===== config.mk =====
export PLATFORM = sky130hd
export DESIGN_NAME = multi_cycle_controller
export DESIGN_NICKNAME = d
export VERILOG_FILES = /design/src/rtl/multi_cycle_controller_pkg.sv /design/src/rtl/multi_cycle_controller_alu_control.sv /design/src/rtl/multi_cycle_controller.sv
export SDC_FILE = /design/constraint.sdc
export NUM_CORES = 1
export LEC_CHECK = 0
export ABC_AREA = 1
export ABC_CLOCK_PERIOD_IN_PS = 3750
export BUFFER_PORTS_ARGS = -buffer_cell sky130_fd_sc_hd__buf_4
export CAP_MARGIN = 0
export CORE_MARGIN = 5
export CORE_UTILIZATION = 55
export DETAILED_ROUTE_END_ITERATION = 16
export PLACE_DENSITY_LB_ADDON = 0.25
export SYNTH_ARGS = -nofsm -noshare
export SYNTH_HDL_FRONTEND = slang
export SYNTH_SLANG_ARGS = --single-unit

===== constraint.sdc =====
create_clock -name clk -period 3.75 [get_ports clk]
set_input_delay 0.1875 -clock clk [delete_from_list [all_inputs] [get_ports clk]]
set_output_delay 0.1875 -clock clk [all_outputs]
set_load 0.01 [all_outputs]

===== src/rtl/multi_cycle_controller_pkg.sv =====
// ============================================================================
// multi_cycle_controller_pkg : encodings and per-state control decode
// Rev 1.0
// ============================================================================
`default_nettype none

package multi_cycle_controller_pkg;

  localparam logic [5:0] OP_R    = 6'b000000;
  localparam logic [5:0] OP_LW   = 6'b100011;
  localparam logic [5:0] OP_SW   = 6'b101011;
  localparam logic [5:0] OP_BEQ  = 6'b000100;
  localparam logic [5:0] OP_ADDI = 6'b001000;
  localparam logic [5:0] OP_SLTI = 6'b001010;
  localparam logic [5:0] OP_J    = 6'b000010;
  localparam logic [5:0] OP_JAL  = 6'b000011;

  localparam logic [5:0] FN_ADD = 6'b100000;
  localparam logic [5:0] FN_SUB = 6'b100010;
  localparam logic [5:0] FN_AND = 6'b100100;
  localparam logic [5:0] FN_OR  = 6'b100101;
  localparam logic [5:0] FN_SLT = 6'b101010;
  localparam logic [5:0] FN_JR  = 6'b001000;

  localparam logic [2:0] ALU_AND = 3'b000;
  localparam logic [2:0] ALU_OR  = 3'b001;
  localparam logic [2:0] ALU_ADD = 3'b010;
  localparam logic [2:0] ALU_SUB = 3'b110;
  localparam logic [2:0] ALU_SLT = 3'b111;

  typedef enum logic [3:0] {
    S_INIT, S_FETCH, S_DECODE, S_MEM_ADDR, S_MEM_READ, S_MEM_WB, S_MEM_WRITE,
    S_R_EXEC, S_R_WB, S_BRANCH, S_I_EXEC, S_I_WB, S_JUMP, S_JAL, S_JR
  } state_t;

  typedef struct packed {
    logic       pc_write;
    logic       pc_write_cond;
    logic       i_or_d;
    logic       mem_read;
    logic       mem_write;
    logic       ir_write;
    logic       reg_dst;
    logic       jal_reg;
    logic       mem_to_reg;
    logic       pc_to_reg;
    logic       reg_write;
    logic       alu_src_a;
    logic [1:0] alu_src_b;
    logic [2:0] alu_cntrl;
    logic [1:0] pc_src;
  } ctrl_t;

  // Control word for the state being entered; opcode/funct are stable from DECODE on.
  function automatic ctrl_t state_ctrl(input state_t s, input logic [5:0] op,
                                       input logic [2:0] r_alu);
    ctrl_t c;
    c = '0;
    case (s)
      S_FETCH: begin
        c.mem_read = 1'b1; c.ir_write = 1'b1; c.pc_write = 1'b1;
        c.alu_src_b = 2'b01; c.alu_cntrl = ALU_ADD;
      end
      S_DECODE:    begin c.alu_src_b = 2'b11; c.alu_cntrl = ALU_ADD; end
      S_MEM_ADDR:  begin c.alu_src_a = 1'b1; c.alu_src_b = 2'b10; c.alu_cntrl = ALU_ADD; end
      S_MEM_READ:  begin c.mem_read = 1'b1; c.i_or_d = 1'b1; end
      S_MEM_WB:    begin c.reg_write = 1'b1; c.mem_to_reg = 1'b1; end
      S_MEM_WRITE: begin c.mem_write = 1'b1; c.i_or_d = 1'b1; end
      S_R_EXEC:    begin c.alu_src_a = 1'b1; c.alu_cntrl = r_alu; end
      S_R_WB:      begin c.reg_write = 1'b1; c.reg_dst = 1'b1; end
      S_BRANCH: begin
        c.alu_src_a = 1'b1; c.alu_cntrl = ALU_SUB;
        c.pc_src = 2'b01; c.pc_write_cond = 1'b1;
      end
      S_I_EXEC: begin
        c.alu_src_a = 1'b1; c.alu_src_b = 2'b10;
        c.alu_cntrl = (op == OP_SLTI) ? ALU_SLT : ALU_ADD;
      end
      S_I_WB:  c.reg_write = 1'b1;
      S_JUMP:  begin c.pc_write = 1'b1; c.pc_src = 2'b10; end
      S_JAL: begin
        c.pc_write = 1'b1; c.pc_src = 2'b10; c.reg_write = 1'b1;
        c.jal_reg = 1'b1; c.pc_to_reg = 1'b1;
      end
      S_JR:    begin c.pc_write = 1'b1; c.pc_src = 2'b11; end
      default: c = '0;
    endcase
    return c;
  endfunction

endpackage

`default_nettype wire


===== src/rtl/multi_cycle_controller_alu_control.sv =====
// ============================================================================
// alu_control : R-type funct -> ALU operation code with a legality flag
// Rev 1.0
// ============================================================================
`default_nettype none

module alu_control
  import multi_cycle_controller_pkg::*;
(
  input  logic [5:0] funct_i,
  output logic [2:0] alu_cntrl_o,
  output logic       valid_o
);

  always_comb begin
    alu_cntrl_o = ALU_AND;
    valid_o     = 1'b1;
    case (funct_i)
      FN_ADD:  alu_cntrl_o = ALU_ADD;
      FN_SUB:  alu_cntrl_o = ALU_SUB;
      FN_AND:  alu_cntrl_o = ALU_AND;
      FN_OR:   alu_cntrl_o = ALU_OR;
      FN_SLT:  alu_cntrl_o = ALU_SLT;
      default: valid_o     = 1'b0;
    endcase
  end

endmodule

`default_nettype wire


===== src/rtl/multi_cycle_controller.sv =====
// ============================================================================
// multi_cycle_controller : multi-cycle MIPS control FSM with retire counter
// Rev 1.0
// ============================================================================
`default_nettype none

module multi_cycle_controller
  import multi_cycle_controller_pkg::*;
#(
  parameter int CNT_W = 32
) (
  input  logic             clk,
  input  logic             rst,
  input  logic [5:0]       opcode,
  input  logic [5:0]       funct,
  input  logic             zero,
  output logic             pc_write,
  output logic             pc_write_cond,
  output logic             i_or_d,
  output logic             mem_read,
  output logic             mem_write,
  output logic             ir_write,
  output logic             reg_dst,
  output logic             jal_reg,
  output logic             mem_to_reg,
  output logic             pc_to_reg,
  output logic             reg_write,
  output logic             alu_src_a,
  output logic [1:0]       alu_src_b,
  output logic [2:0]       alu_cntrl,
  output logic [1:0]       pc_src,
  output logic             illegal_op,
  output logic [CNT_W-1:0] retired
);

  state_t           state_q, state_d;
  ctrl_t            ctrl_q;
  logic [CNT_W-1:0] retired_q;
  logic [2:0]       r_alu;
  logic             r_valid;
  logic             illegal;
  logic             retire;

  alu_control u_alu_control (
    .funct_i     (funct),
    .alu_cntrl_o (r_alu),
    .valid_o     (r_valid)
  );

  always_comb begin
    state_d = S_INIT;
    illegal = 1'b0;
    retire  = 1'b0;
    case (state_q)
      S_INIT:   state_d = S_FETCH;
      S_FETCH:  state_d = S_DECODE;
      S_DECODE: begin
        case (opcode)
          OP_LW, OP_SW:     state_d = S_MEM_ADDR;
          OP_R:             state_d = (funct == FN_JR) ? S_JR : S_R_EXEC;
          OP_BEQ:           state_d = S_BRANCH;
          OP_ADDI, OP_SLTI: state_d = S_I_EXEC;
          OP_J:             state_d = S_JUMP;
          OP_JAL:           state_d = S_JAL;
          default: begin
            state_d = S_FETCH;
            illegal = 1'b1;
          end
        endcase
      end
      S_MEM_ADDR: state_d = (opcode == OP_SW) ? S_MEM_WRITE : S_MEM_READ;
      S_MEM_READ: state_d = S_MEM_WB;
      S_R_EXEC: begin
        state_d = r_valid ? S_R_WB : S_FETCH;
        illegal = ~r_valid;
      end
      S_I_EXEC: state_d = S_I_WB;
      S_MEM_WB, S_MEM_WRITE, S_R_WB, S_BRANCH, S_I_WB, S_JUMP, S_JAL, S_JR: begin
        state_d = S_FETCH;
        retire  = 1'b1;
      end
      default: state_d = S_INIT;
    endcase
  end

  // Outputs are registered alongside the state so they are glitch-free Moore outputs.
  always_ff @(posedge clk or negedge rst) begin
    if (!rst) begin
      state_q   <= S_INIT;
      ctrl_q    <= '0;
      retired_q <= '0;
    end else begin
      state_q <= state_d;
      ctrl_q  <= state_ctrl(state_d, opcode, r_alu);
      if (retire) retired_q <= retired_q + CNT_W'(1);
    end
  end

  assign pc_write      = ctrl_q.pc_write | (ctrl_q.pc_write_cond & zero);
  assign pc_write_cond = ctrl_q.pc_write_cond;
  assign i_or_d        = ctrl_q.i_or_d;
  assign mem_read      = ctrl_q.mem_read;
  assign mem_write     = ctrl_q.mem_write;
  assign ir_write      = ctrl_q.ir_write;
  assign reg_dst       = ctrl_q.reg_dst;
  assign jal_reg       = ctrl_q.jal_reg;
  assign mem_to_reg    = ctrl_q.mem_to_reg;
  assign pc_to_reg     = ctrl_q.pc_to_reg;
  assign reg_write     = ctrl_q.reg_write;
  assign alu_src_a     = ctrl_q.alu_src_a;
  assign alu_src_b     = ctrl_q.alu_src_b;
  assign alu_cntrl     = ctrl_q.alu_cntrl;
  assign pc_src        = ctrl_q.pc_src;
  assign illegal_op    = illegal;
  assign retired       = retired_q;

endmodule

`default_nettype wire


==> metrics.cfg <==
[yosys]
synth_nets=386
synth_area_leaders=dfrtp_1, nand2_1, nor2_1
yosysSeqAreaShare_pct=45.7
synth_top_area_share_pct=45.7
syn_area_per_cell_sq_um=7.98
ys_warn_count=0
synth.distinct_cells=31
ys_ff_latch=54
synth_top_area_cell=dfrtp_1
netlist_area_sq_um=2950
syn_inst=370

[critical_path]
cp.arrival_ps=2140
cp_cell_sequence=nand2_1, inv_1, nand2_1, nand2_2, inv_1, nand4_1, nor2_1, nand2_1, xor2_1
crit_type=register to register
timing.rr.start=state_q[1]
max_stage_delay_ps=420
worst_setup_path_end_kind=register
worstSetupEndpoint=retired[30]
r2r_setup_slack_ps=1820
crit_required_ps=3960
path_buf_inv=2
crit_start=state_q[1]
crit_cells=9
cp_max_fo=14
cpLargestDelayFamily=simple AND/OR/NAND/NOR gates
cp_slowest_cell=dfrtp_1
reg2regPathDepth=9
startpoint_type=register
r2r_end=retired[30]
path_common_cell=nand2_1

[finish]
fin_nets=451
antenna_cells=0
drive_above_1_share_pct=21.3
synthToLayoutAreaGrowth_pct=21.1
fin_area_sq_um=3580
largest_reg_flops=32

[die]
pin_count=67
num_rows=26
fp.dieW_um=83.3
initial_core_util_pct=57.1
die_h_um=83.3
core_area_sq_um=5170
die_area_sq_um=6940

[timing]
finalCritPeriodShare_pct=51.5
slew-limit-headroom_pct=57.3
clock.fmax_mhz=518
fin_setup_tns_ps=0
hold_viol=0
whs_ps=186
slew_violations=0
fin_skew_ps=7.26
setup_viol=0
worstMarginPinSlew_ps=640
rsz0062_at_grt=false
final.min_clock_period_ps=1930

[global_routing]
grt_max_degree=55
grt_first_pass_wirelength_um=11200
antenna_found_initial=0
grt_pass1_vias=2622
overflow=0
grt_use_total_pct=19.2

[detailed_routing]
wl_per_cell_um=13.0
num_vias=2608
drt_wl_total_um=6570
drt-pass1-iter-count=5
viasPerCell=5.15
drtAntennaViolNets=0
drc=0
drt-initial-drc-count=140

[placed_design]
port_buffers=66
dpl_cell_area_sq_um=3470
dpl.hpwl_um=5090
gp_congestion=0.920

[clocking]
cts_made_buffers=5
htreeDepth=2
clk_path_buf_depth=2
root_buffer=clkbuf_8
hold_buffers=1
ctsResizeCount=0
insertion_delay_ps=310
clock-sinks=54
cts_setup_buffers=0
clkTransAtPathRegs_ps=100
cts_tree=built

[pwr]
max-vdd-ir-drop_v=0.000298
p_leak_nw=1.92
power_per_cell_area_nw_per_um2=454
power_mw=1.62

[job]
drv_cap=0

[outcome]
status=complete, no violations

[worst_hold_path]
hold_path_class=input port to register

==> through the flow <==
stage               instances  utilization (%)  setup WS (ps)
detailed placement        497             67.1           1820
global route              506             69.2           1560
global placement          497             67.1           1950
floorplan                 370                -           2110
finish                    506             69.2           1820
CTS                       506             69.2           1810
==> worst register-to-register path: stages (launching register included) <==
cell and delay [ps]:
dfrtp_1 420, nand2_1 130, inv_1 70, nand2_1 110, nand2_2 210, inv_1 250, nand4_1 210, nor2_1 200
nand2_1 80, xor2_1 140
==> cells by family after synthesis <==
| kind of cell | synth area share, % |
|---|---|
| flops | 45.7 |
| simple gates | 33.7 |
| compound gates | 3.13 |
| buf+inv | 8.43 |
| xor+xnor | 8.60 |
| fa+ha+maj | 0.423 |
==> where the power goes <==
group	switching [mW]	total, mW	leakage (nW)	internal [mW]
combinational	0.345	0.554	1.14	0.209
sequential	0.0623	0.729	0.732	0.666
clock	0.203	0.342	0.0495	0.139
total	0.610	1.62	1.92	1.01
==> worst min-delay path by stage <==
stage	start	end	slack, ps	depth (start not counted)
final	opcode[4]	mem_write	190	4
after floorplan	rst	alu_cntrl[0]	-110	0
after detailed placement	rst	retired[23]	260	1
after CTS	opcode[4]	mem_write	190	4
after global routing	opcode[4]	mem_write	190	4
after global placement	rst	retired[23]	250	1
==> layout by cell type, fill, tap and decap left out, types with 2 or more instances in the layout <==
cell type and n:
buf_4 66, clkbuf_8 5, nor2_4 2, nand3_1 35, nand2_2 4, nand2_1 79, a21oi_1 3, inv_1 48
xor2_1 18, nor2_1 49, xnor2_1 11, nand4_1 10, nor4_1 4, nor2_2 5, inv_6 3, nand3b_1 3
o21ai_1 3, nor3b_1 2, nor3_1 11, dfrtp_1 54, o22ai_1 2, nor3_2 2, o21ai_0 7
==> per-layer routing <==
layer	vias up	wire (um)	GRT usage (%)	part of all wire [%]
met5	-	0	0	0
met4	0	159	9.21	2.4
met3	16	281	3.66	4.3
met2	70	3540	36.3	54
met1	1220	2590	20.1	39
li1	1302	-	-	-
==> final cells by class <==
type,count,area (sq um)
clock buffers,5,68.8
clock inverters,3,26.3
fillers,400,1600
inverters,49,184
multi-input cells,258,1350
flip-flops and latches,54,1350
well taps,70,87.6
repair buffers,67,505
==> synthesized netlist by cell type, drive strengths merged <==
cell / count
nand2: 84
nor2: 56
dfrtp: 54
inv: 49
nand3: 36
xor2: 18
nor3: 13
nand4: 11
xnor2: 11
o21ai: 10
buf: 9
nor4: 4
a21oi: 3
nand3b: 3
nor3b: 3
o22ai: 2
a21o: 1
and3: 1
ha: 1
o21a: 1
(Power assumes the default switching activity.)
